===== src/rtl/uart_pkg.sv =====
// ----------------------------------------------------------------------------
// uart_pkg
//   Shared types and constants for the UART transmit path.
//   - UART_DATA_WIDTH : byte width expected by uart_tx
//   - tx_state_e      : drain sequencer states of uart_tx_fifo
// ----------------------------------------------------------------------------
package uart_pkg;

  localparam int UART_DATA_WIDTH = 8;

  typedef enum logic [1:0] {
    IDLE      = 2'd0,
    SEND      = 2'd1,
    WAIT_DONE = 2'd2
  } tx_state_e;

endpackage


===== src/rtl/uart_fifo_mem.sv =====
// ----------------------------------------------------------------------------
// uart_fifo_mem
//   2**ADDR_WIDTH x DATA_WIDTH register array for the transmit FIFO.
//   One synchronous write port, one asynchronous read port. The array is not
//   reset; validity of entries is tracked by the owner's pointers and count.
// Ports
//   i_SysClock : clock, rising edge
//   i_WrEn     : write enable
//   i_WrAddr   : write address
//   i_WrData   : write data
//   i_RdAddr   : read address
//   o_RdData   : read data, combinational from i_RdAddr
// ----------------------------------------------------------------------------
module uart_fifo_mem #(
  parameter int ADDR_WIDTH = 4,
  parameter int DATA_WIDTH = 8
) (
  input  logic                  i_SysClock,
  input  logic                  i_WrEn,
  input  logic [ADDR_WIDTH-1:0] i_WrAddr,
  input  logic [DATA_WIDTH-1:0] i_WrData,
  input  logic [ADDR_WIDTH-1:0] i_RdAddr,
  output logic [DATA_WIDTH-1:0] o_RdData
);

  localparam int DEPTH = 1 << ADDR_WIDTH;

  logic [DATA_WIDTH-1:0] mem_q [DEPTH];
  logic [DATA_WIDTH-1:0] mem_d [DEPTH];

  always_comb begin
    mem_d = mem_q;
    if (i_WrEn) begin
      mem_d[i_WrAddr] = i_WrData;
    end
  end

  always_ff @(posedge i_SysClock) begin
    mem_q <= mem_d;
  end

  assign o_RdData = mem_q[i_RdAddr];

endmodule


===== src/rtl/uart_tx_fifo.sv =====
// ----------------------------------------------------------------------------
// uart_tx_fifo
//   Byte buffer and drain sequencer in front of uart_tx. Producers push bytes
//   at clock rate; the sequencer pops one byte, launches it with a one-cycle
//   valid pulse and waits for uart_tx's done pulse before the next launch.
//
// Optional build macro
//   UART_TX_FIFO_COUNT_EN : adds output o_Count (current fill level).
//
// Ports
//   i_SysClock : system clock, rising edge
//   i_Reset    : synchronous, active-high reset
//   i_WrValid  : push request
//   i_WrByte   : push data, taken when i_WrValid && o_WrReady
//   o_WrReady  : FIFO not full (from registered count)
//   o_Overflow : sticky, set after a push attempt while full
//   o_TxValid  : one-cycle launch pulse to uart_tx
//   o_TxByte   : byte to uart_tx, held from launch to next launch
//   i_TxDone   : uart_tx end-of-frame pulse
//   o_Busy     : FIFO non-empty or a byte in flight
//   o_Count    : fill level (UART_TX_FIFO_COUNT_EN only)
//
// State   | meaning
// --------+-------------------------------------------------------------
// IDLE    | nothing in flight; launch as soon as the FIFO is non-empty
// SEND    | launch cycle, o_TxValid high
// WAIT_DONE | byte in flight; on i_TxDone launch next or return to IDLE
// ----------------------------------------------------------------------------
module uart_tx_fifo
  import uart_pkg::*;
#(
  parameter int ADDR_WIDTH = 4,
  parameter int DATA_WIDTH = UART_DATA_WIDTH
) (
  input  logic                  i_SysClock,
  input  logic                  i_Reset,
  input  logic                  i_WrValid,
  input  logic [DATA_WIDTH-1:0] i_WrByte,
  output logic                  o_WrReady,
  output logic                  o_Overflow,
  output logic                  o_TxValid,
  output logic [DATA_WIDTH-1:0] o_TxByte,
  input  logic                  i_TxDone,
  output logic                  o_Busy
`ifdef UART_TX_FIFO_COUNT_EN
  ,
  output logic [ADDR_WIDTH:0]   o_Count
`endif
);

  localparam logic [ADDR_WIDTH:0] FULL_COUNT = {1'b1, {ADDR_WIDTH{1'b0}}};

  tx_state_e             state_q,    state_d;
  logic [ADDR_WIDTH-1:0] wr_ptr_q,   wr_ptr_d;
  logic [ADDR_WIDTH-1:0] rd_ptr_q,   rd_ptr_d;
  logic [ADDR_WIDTH:0]   count_q,    count_d;
  logic                  tx_valid_q, tx_valid_d;
  logic [DATA_WIDTH-1:0] tx_byte_q,  tx_byte_d;
  logic                  overflow_q, overflow_d;

  logic                  full;
  logic                  empty;
  logic                  push;
  logic                  pop;
  logic [DATA_WIDTH-1:0] head_byte;

  assign full  = (count_q == FULL_COUNT);
  assign empty = (count_q == '0);
  // Readiness comes from the registered count only, so a pop in the same
  // cycle never opens a slot for a push into a full FIFO.
  assign push  = i_WrValid && !full;

  uart_fifo_mem #(
    .ADDR_WIDTH (ADDR_WIDTH),
    .DATA_WIDTH (DATA_WIDTH)
  ) u_mem (
    .i_SysClock (i_SysClock),
    .i_WrEn     (push),
    .i_WrAddr   (wr_ptr_q),
    .i_WrData   (i_WrByte),
    .i_RdAddr   (rd_ptr_q),
    .o_RdData   (head_byte)
  );

  always_comb begin
    state_d    = state_q;
    tx_valid_d = 1'b0;
    tx_byte_d  = tx_byte_q;
    pop        = 1'b0;

    unique case (state_q)
      IDLE: begin
        if (!empty) begin
          pop     = 1'b1;
          state_d = SEND;
        end
      end
      SEND: begin
        state_d = WAIT_DONE;
      end
      WAIT_DONE: begin
        if (i_TxDone) begin
          if (!empty) begin
            pop     = 1'b1;
            state_d = SEND;
          end else begin
            state_d = IDLE;
          end
        end
      end
      default: begin
        state_d = IDLE;
      end
    endcase

    // Every pop is a launch: the popped head becomes the byte on the line.
    if (pop) begin
      tx_valid_d = 1'b1;
      tx_byte_d  = head_byte;
    end
  end

  always_comb begin
    wr_ptr_d   = wr_ptr_q;
    rd_ptr_d   = rd_ptr_q;
    count_d    = count_q;
    overflow_d = overflow_q || (i_WrValid && full);

    if (push) begin
      wr_ptr_d = wr_ptr_q + 1'b1;
    end
    if (pop) begin
      rd_ptr_d = rd_ptr_q + 1'b1;
    end

    unique case ({push, pop})
      2'b10:   count_d = count_q + 1'b1;
      2'b01:   count_d = count_q - 1'b1;
      default: count_d = count_q;
    endcase
  end

  always_ff @(posedge i_SysClock) begin
    if (i_Reset) begin
      state_q    <= IDLE;
      wr_ptr_q   <= '0;
      rd_ptr_q   <= '0;
      count_q    <= '0;
      tx_valid_q <= 1'b0;
      tx_byte_q  <= '0;
      overflow_q <= 1'b0;
    end else begin
      state_q    <= state_d;
      wr_ptr_q   <= wr_ptr_d;
      rd_ptr_q   <= rd_ptr_d;
      count_q    <= count_d;
      tx_valid_q <= tx_valid_d;
      tx_byte_q  <= tx_byte_d;
      overflow_q <= overflow_d;
    end
  end

  assign o_WrReady  = !full;
  assign o_Overflow = overflow_q;
  assign o_TxValid  = tx_valid_q;
  assign o_TxByte   = tx_byte_q;
  assign o_Busy     = !empty || (state_q != IDLE);

`ifdef UART_TX_FIFO_COUNT_EN
  assign o_Count = count_q;
`endif

endmodule

===== config.mk =====
export PLATFORM = sky130hd
export DESIGN_NAME = uart_tx_fifo
export DESIGN_NICKNAME = d
export VERILOG_FILES = /design/src/rtl/uart_pkg.sv /design/src/rtl/uart_fifo_mem.sv /design/src/rtl/uart_tx_fifo.sv
export SDC_FILE = /design/constraint.sdc
export NUM_CORES = 1
export LEC_CHECK = 0
export ABC_AREA = 1
export BUFFER_PORTS_ARGS = -buffer_cell sky130_fd_sc_hd__buf_2
export CAP_MARGIN = 30
export CORE_ASPECT_RATIO = 0.6
export CORE_MARGIN = 4
export CORE_UTILIZATION = 50
export DETAILED_ROUTE_END_ITERATION = 16
export PLACE_DENSITY = 0.76
export SYNTH_ARGS = -nofsm -noshare
export SYNTH_HDL_FRONTEND = slang
export SYNTH_HIERARCHICAL = 1
export SYNTH_SLANG_ARGS = --single-unit

===== constraint.sdc =====
create_clock -name i_SysClock -period 2.8 [get_ports i_SysClock]
set_input_delay 0.56 -clock i_SysClock [delete_from_list [all_inputs] [get_ports i_SysClock]]
set_output_delay 0.56 -clock i_SysClock [all_outputs]
set_load 0.1 [all_outputs]

# ---- Word level (Yosys, flattened, before mapping)
# Index checks and enable logic that the tools add are counted.
# W data, S select, Z words.
dict set report totals {
  out_inout_bits 12
  ff_bits 153
}
dict set report op_classes {
  add_sub_neg 4
  reduce_logical 12
  n_eq_ne 7
  bitwise 2
  n_lt_le_gt_ge 3
  n_mux 15
}
# op n
set ops {}
lappend ops {{$bwmux W128} 1}
lappend ops {{$bmux W8 S4} 1}
lappend ops {{$demux W8 S4} 1}
lappend ops {{$mux W8} 3}
lappend ops {{$ge A5 B5 Y1 const B} 2}
lappend ops {{$not A4 Y5} 2}
lappend ops {{$pmux W5 S2} 1}
lappend ops {{$add A4 B1 Y4 const B} 2}
lappend ops {{$pmux W2 S3} 1}
lappend ops {{$add A5 B1 Y5 const B} 1}
lappend ops {{$eq A5 B5 Y1 const B} 1}
lappend ops {{$logic_not A5 Y1} 1}
lappend ops {{$lt A5 B1 Y1 const B} 1}
lappend ops {{$sub A5 B1 Y5 const B} 1}
lappend ops {{$eq A2 B1 Y1 const B} 2}
lappend ops {{$eq A2 B2 Y1 const B} 2}
lappend ops {{$mux W1} 4}
lappend ops {{$mux W2} 2}
lappend ops {{$ne A2 B2 Y1 const B} 2}
lappend ops {{$reduce_bool A2 Y1} 2}
lappend ops {{$logic_and A1 B1 Y1} 3}
lappend ops {{$logic_not A1 Y1} 2}
lappend ops {{$logic_not A2 Y1} 1}
lappend ops {{$logic_or A1 B1 Y1} 2}
lappend ops {{2 further kinds} 2}

# ---- Depth between registers and ports, before layout
dict set report logic_depth {
  depth_word 6
  depth_mapped 16
  depth_no_buf 15
}

# ---- Cells and area by module
# The synthesis kept the hierarchy.
# module cells_each n_inst area_per_inst_um2
set modules_own_cells {}
lappend modules_own_cells {uart_fifo_mem 544 1 5609.1}
lappend modules_own_cells {uart_tx_fifo 153 1 1228.7}

# ---- Worst setup path after synthesis
# OpenSTA, ideal clock, no wires.
dict set report synth_path {
  path_type {register to register}
  startpoint {register count_q[3]}
  endpoint {register count_q[4]}
  stages_incl_launch_ff 15
  synth_period_minus_slack_ns 2.632
  arrival_time_ns 2.497
  required_ns 2.665
  setup_slack_ns 0.168
  setup_time_ns 0.135
  path_cell_list {dfxtp_1 nor2_4 nand4_2 nand2_2 ha_1 inv_1 fa_1 inv_1 nand2_1 nand2_1 nand2_1 nand2_1 nand2_1 nand2_1 a21oi_1}
}
# item line
set synth_lines {}
lappend synth_lines {{start: declaration} uart_tx_fifo.sv:56} ;# logic [ADDR_WIDTH:0] count_q, count_d;
lappend synth_lines {{start signal: assignment} uart_tx_fifo.sv:156} ;# count_q <= count_d;
lappend synth_lines {{$eq A5 B5 Y1 *} uart_tx_fifo.sv:67} ;# assign full = (count_q == FULL_COUNT);
lappend synth_lines {{$logic_not A1 Y1 *} -}
lappend synth_lines {{named net o_WrReady} uart_tx_fifo.sv:39} ;# output logic o_WrReady,
lappend synth_lines {{$logic_and A1 B1 Y1 *} uart_tx_fifo.sv:71} ;# assign push = i_WrValid && !full;
lappend synth_lines {{$eq A2 B1 Y1 or $eq A2 B2 Y1 (tied branches)} uart_tx_fifo.sv:136} ;# unique case ({push, pop})
lappend synth_lines {{$pmux W5 S2 or $reduce_bool A2 Y1 (tied branches)} -}
# The timed path passes the listed nets; every way through them passes the cells marked *.
# A chain may end at the register's enable or synchronous reset.

# ---- Final worst setup path
dict set report layout_path {
  startpoint {register count_q[3]}
  endpoint {output o_Busy}
}
dict set report layout_via {
  elab_chain_len 3
}
# item line
set layout_rtl {}
lappend layout_rtl {{$logic_not A5 Y1} uart_tx_fifo.sv:68} ;# assign empty = (count_q == '0);
lappend layout_rtl {{$logic_not A1 Y1} uart_tx_fifo.sv:167} ;# assign o_Busy = !empty || (state_q != IDLE);
lappend layout_rtl {{$logic_or A1 B1 Y1} uart_tx_fifo.sv:167}
lappend layout_rtl {{end: declaration} uart_tx_fifo.sv:44} ;# output logic o_Busy
# No other way between the ends.

==> results by group <==
Timing
  • FMAX: 0.436 GHz
  • Setup TNS: 0 ns
  • Final Setup Violations: 0
  • Setup Skew: 0.0116 ns
  • Least-Margin Pin Slew: 0.665 ns
  • Crit share post-route: 0.818
  • RSZ-0062 raised after global routing: no
  • Hold Violations, Final: 0
  • Max Slew Vio Count: 0
  • Rel. slew slack: 0.556
  • Final min period: 2.29 ns

Cells and area
  • Diode count: 0
  • Nets: 752
  • # fillers: 1050
  • Layout Cells excl Fill: 916
  • Layout area overhead: 13.3%
  • Share of cells above drive strength 1: 0.137

Synthesis
  • Synth area leader: edfxtp_1
  • Asr flop ratio synth: 0
  • Seq cells post-synth: 153
  • Post-synthesis instance total: 697
  • Synth top area cells: edfxtp_1, nand2_1, nand3_1
  • Post-Syn Nets: 716
  • Top-count cell post-synth: nand2_1
  • Main synth FF type: edfxtp_1
  • Post-synthesis sequential area ratio: 0.635
  • Post-synth top cells: nand2_1, edfxtp_1, inv_1
  • Post-Syn Area per Cell: 9.81 sq um
  • EDFF count, synth: 128
  • Synthesized cell area: 6840 sq um
  • Area share of the largest cell type after synthesis: 0.562
  • Ys Warns: 6
  • Netlist cell types: 32

Clocking
  • Clk slew on worst S/H paths: 0.06 ns
  • CTS Sinks: 153
  • Root buf cell: clkbuf_16
  • Worst-Skew Late Latency: 0.42 ns
  • PostCTS Resize Cnt: 0
  • H-tree depth: 4
  • CTS Buf Count: 17
  • Deepest clock path buffer count: 2
  • Hold Buf Count CTS: 0
  • # Post-CTS Setup Buffers: 0
  • TritonCTS clock tree: done

Pwr
  • Comb pwr share: 0.334
  • Clock power share: 0.301
  • Sw Ratio: 0.376
  • Sequential share of power: 0.365
  • Peak supply drop: 0.000504 V
  • Sw Pwr: 2.84 mW
  • P_int: 4.72 mW
  • Leakage: 3.41 nW
  • Pwr Density: 976 nW/um^2

Floorplanning
  • Cell Rows: 32
  • Die area: 15700 sq um
  • Die width: 159 um
  • Die Y: 98.6 um
  • Core area: 13100 sq um
  • Ports: 24
  • Initial core utilization: 0.522

Setup path
  • Worst R2R Start: count_q[1]
  • Crit. End Element: output pin
  • Startpoint types: register
  • FF-to-FF setup slack: 0.55 ns
  • Worst r2r path cells: 14
  • WS Path Type: register to output pin
  • Critical path peak fanout: 3
  • Reg-to-reg critical path endpoint: count_q[4]
  • Arr. time, crit path: 1.73 ns
  • CP startpoint: count_q[3]
  • Critical path required time: 2.24 ns

Global routing
  • GRT Overall Usage: 0.200
  • Global-route wire length before repair: 24.2 mm
  • Vias in the first global route: 4615
  • Largest net degree at the start of global routing: 55
  • Initial antenna violation count: 0
  • Total gr overflow: 0

Min path
  • Hold EP: wr_ptr_q[2]
  • Min-Delay Path Depth: 3
  • Min-delay worst type: input port to register
  • Hold wc startpoint: i_WrValid

Drt
  • Routed len/inst: 16.8 um
  • Vias per cell: 5.23
  • Via count: 4795
  • Final wirelength: 15.4 mm
  • First-pass iteration count of the detailed router: 7
  • Drt initial violations: 526
  • # DRC: 0
  • ANT nets after route: 0

Flow run
  • Max-cap violation count: 0

Run status
  • Run status: completed

Placement
  • RD Place Congestion: 0.811
  • Dpl hpwl: 10.0 mm
  • Input/output buffers: 23
  • Dpl cells: 884
-- per-stage QoR --
step	instance area [sq um]	util	setup WS, ns	total power, mW	hold WS, ns
2_1_floorplan	6840	-	0.168	4.86	0.474
3_3_place_gp	7140	0.546	0.418	5.21	0.450
3_5_place_dp	7140	0.546	0.327	5.30	0.485
4_1_cts	7750	0.592	0.492	7.58	0.441
5_1_grt	7750	0.592	0.343	7.94	0.470
6_report	7750	0.592	0.509	7.56	0.451
-- per-layer routing --
metal	GRT usage	wire, um	part of all wire	vias to the layer above
met2	0.313	6990	0.45	184
met1	0.289	6860	0.45	2278
met5	0	0	0	-
met3	0.0389	1340	0.087	24
li1	-	-	-	2309
met4	0.0573	228	0.015	0
-- how the worst max path moves through the flow --
stage	to	cells after the start
after global routing	count_q[3]	12
after detailed placement	count_q[4]	16
final	o_Busy	4
after CTS	o_Busy	4
after global placement	count_q[4]	16
after floorplan	count_q[4]	14
-- worst max-delay path, stage by stage (launching register included) --
cell     delay (ns)
dfxtp_1        0.36
nor2_4         0.15
nand4_2        0.16
or3_1          0.34
buf_2          0.30
-- registers in the layout, summed over array words and instances (netlist names) --
signal and flops:
o_TxValid 1, o_TxByte 8, u_mem/mem_q 128, wr_ptr_q 4, count_q 5, state_q 2, rd_ptr_q 4, o_Overflow 1
-- cell usage in the layout, fill, tap and decap left out, drive strengths merged --
master / n
fa: 1
clkinv: 3
xor2: 2
o21ai: 14
xnor2: 2
a21oi: 8
ha: 6
dfxtp: 25
inv: 124
nand2: 197
nand4: 2
or3: 1
buf: 45
clkbuf: 24
edfxtp: 128
nor2: 54
nand3: 106
and3: 1
bufinv: 1
a211oi: 1
or2: 1
-- cells by family (layout without fill, tap and decap cells) --
logic type	Yosys count	count (layout)	share of synthesized area
fa+ha+maj	7	7	0.0139
buf+inv	148	197	0.0973
compound gates	23	23	0.0199
simple gates	362	362	0.228
xor+xnor	4	4	0.00512
flops	153	153	0.635
-- cell type report --
type                       count  area, sq um  area share
inverter                     120          453      0.0585
clock inverter                 8         78.8      0.0102
timing repair buffer          45          305      0.0394
multi-input combinational    396         1830       0.236
sequential                   153         4350       0.561
tap                          170          213      0.0275
clock buffer                  24          524      0.0677
-- power by group through the flow --
stage	clock (mW)	combinational [mW]	sequential, mW
2_1_floorplan	0	1.72	3.14
3_3_place_gp	0	2.41	2.80
3_5_place_dp	0	2.49	2.81
4_1_cts	2.31	2.51	2.76
5_1_grt	2.41	2.76	2.78
6_report	2.28	2.52	2.76
Note: power is estimated with default switching activity, not from simulation.
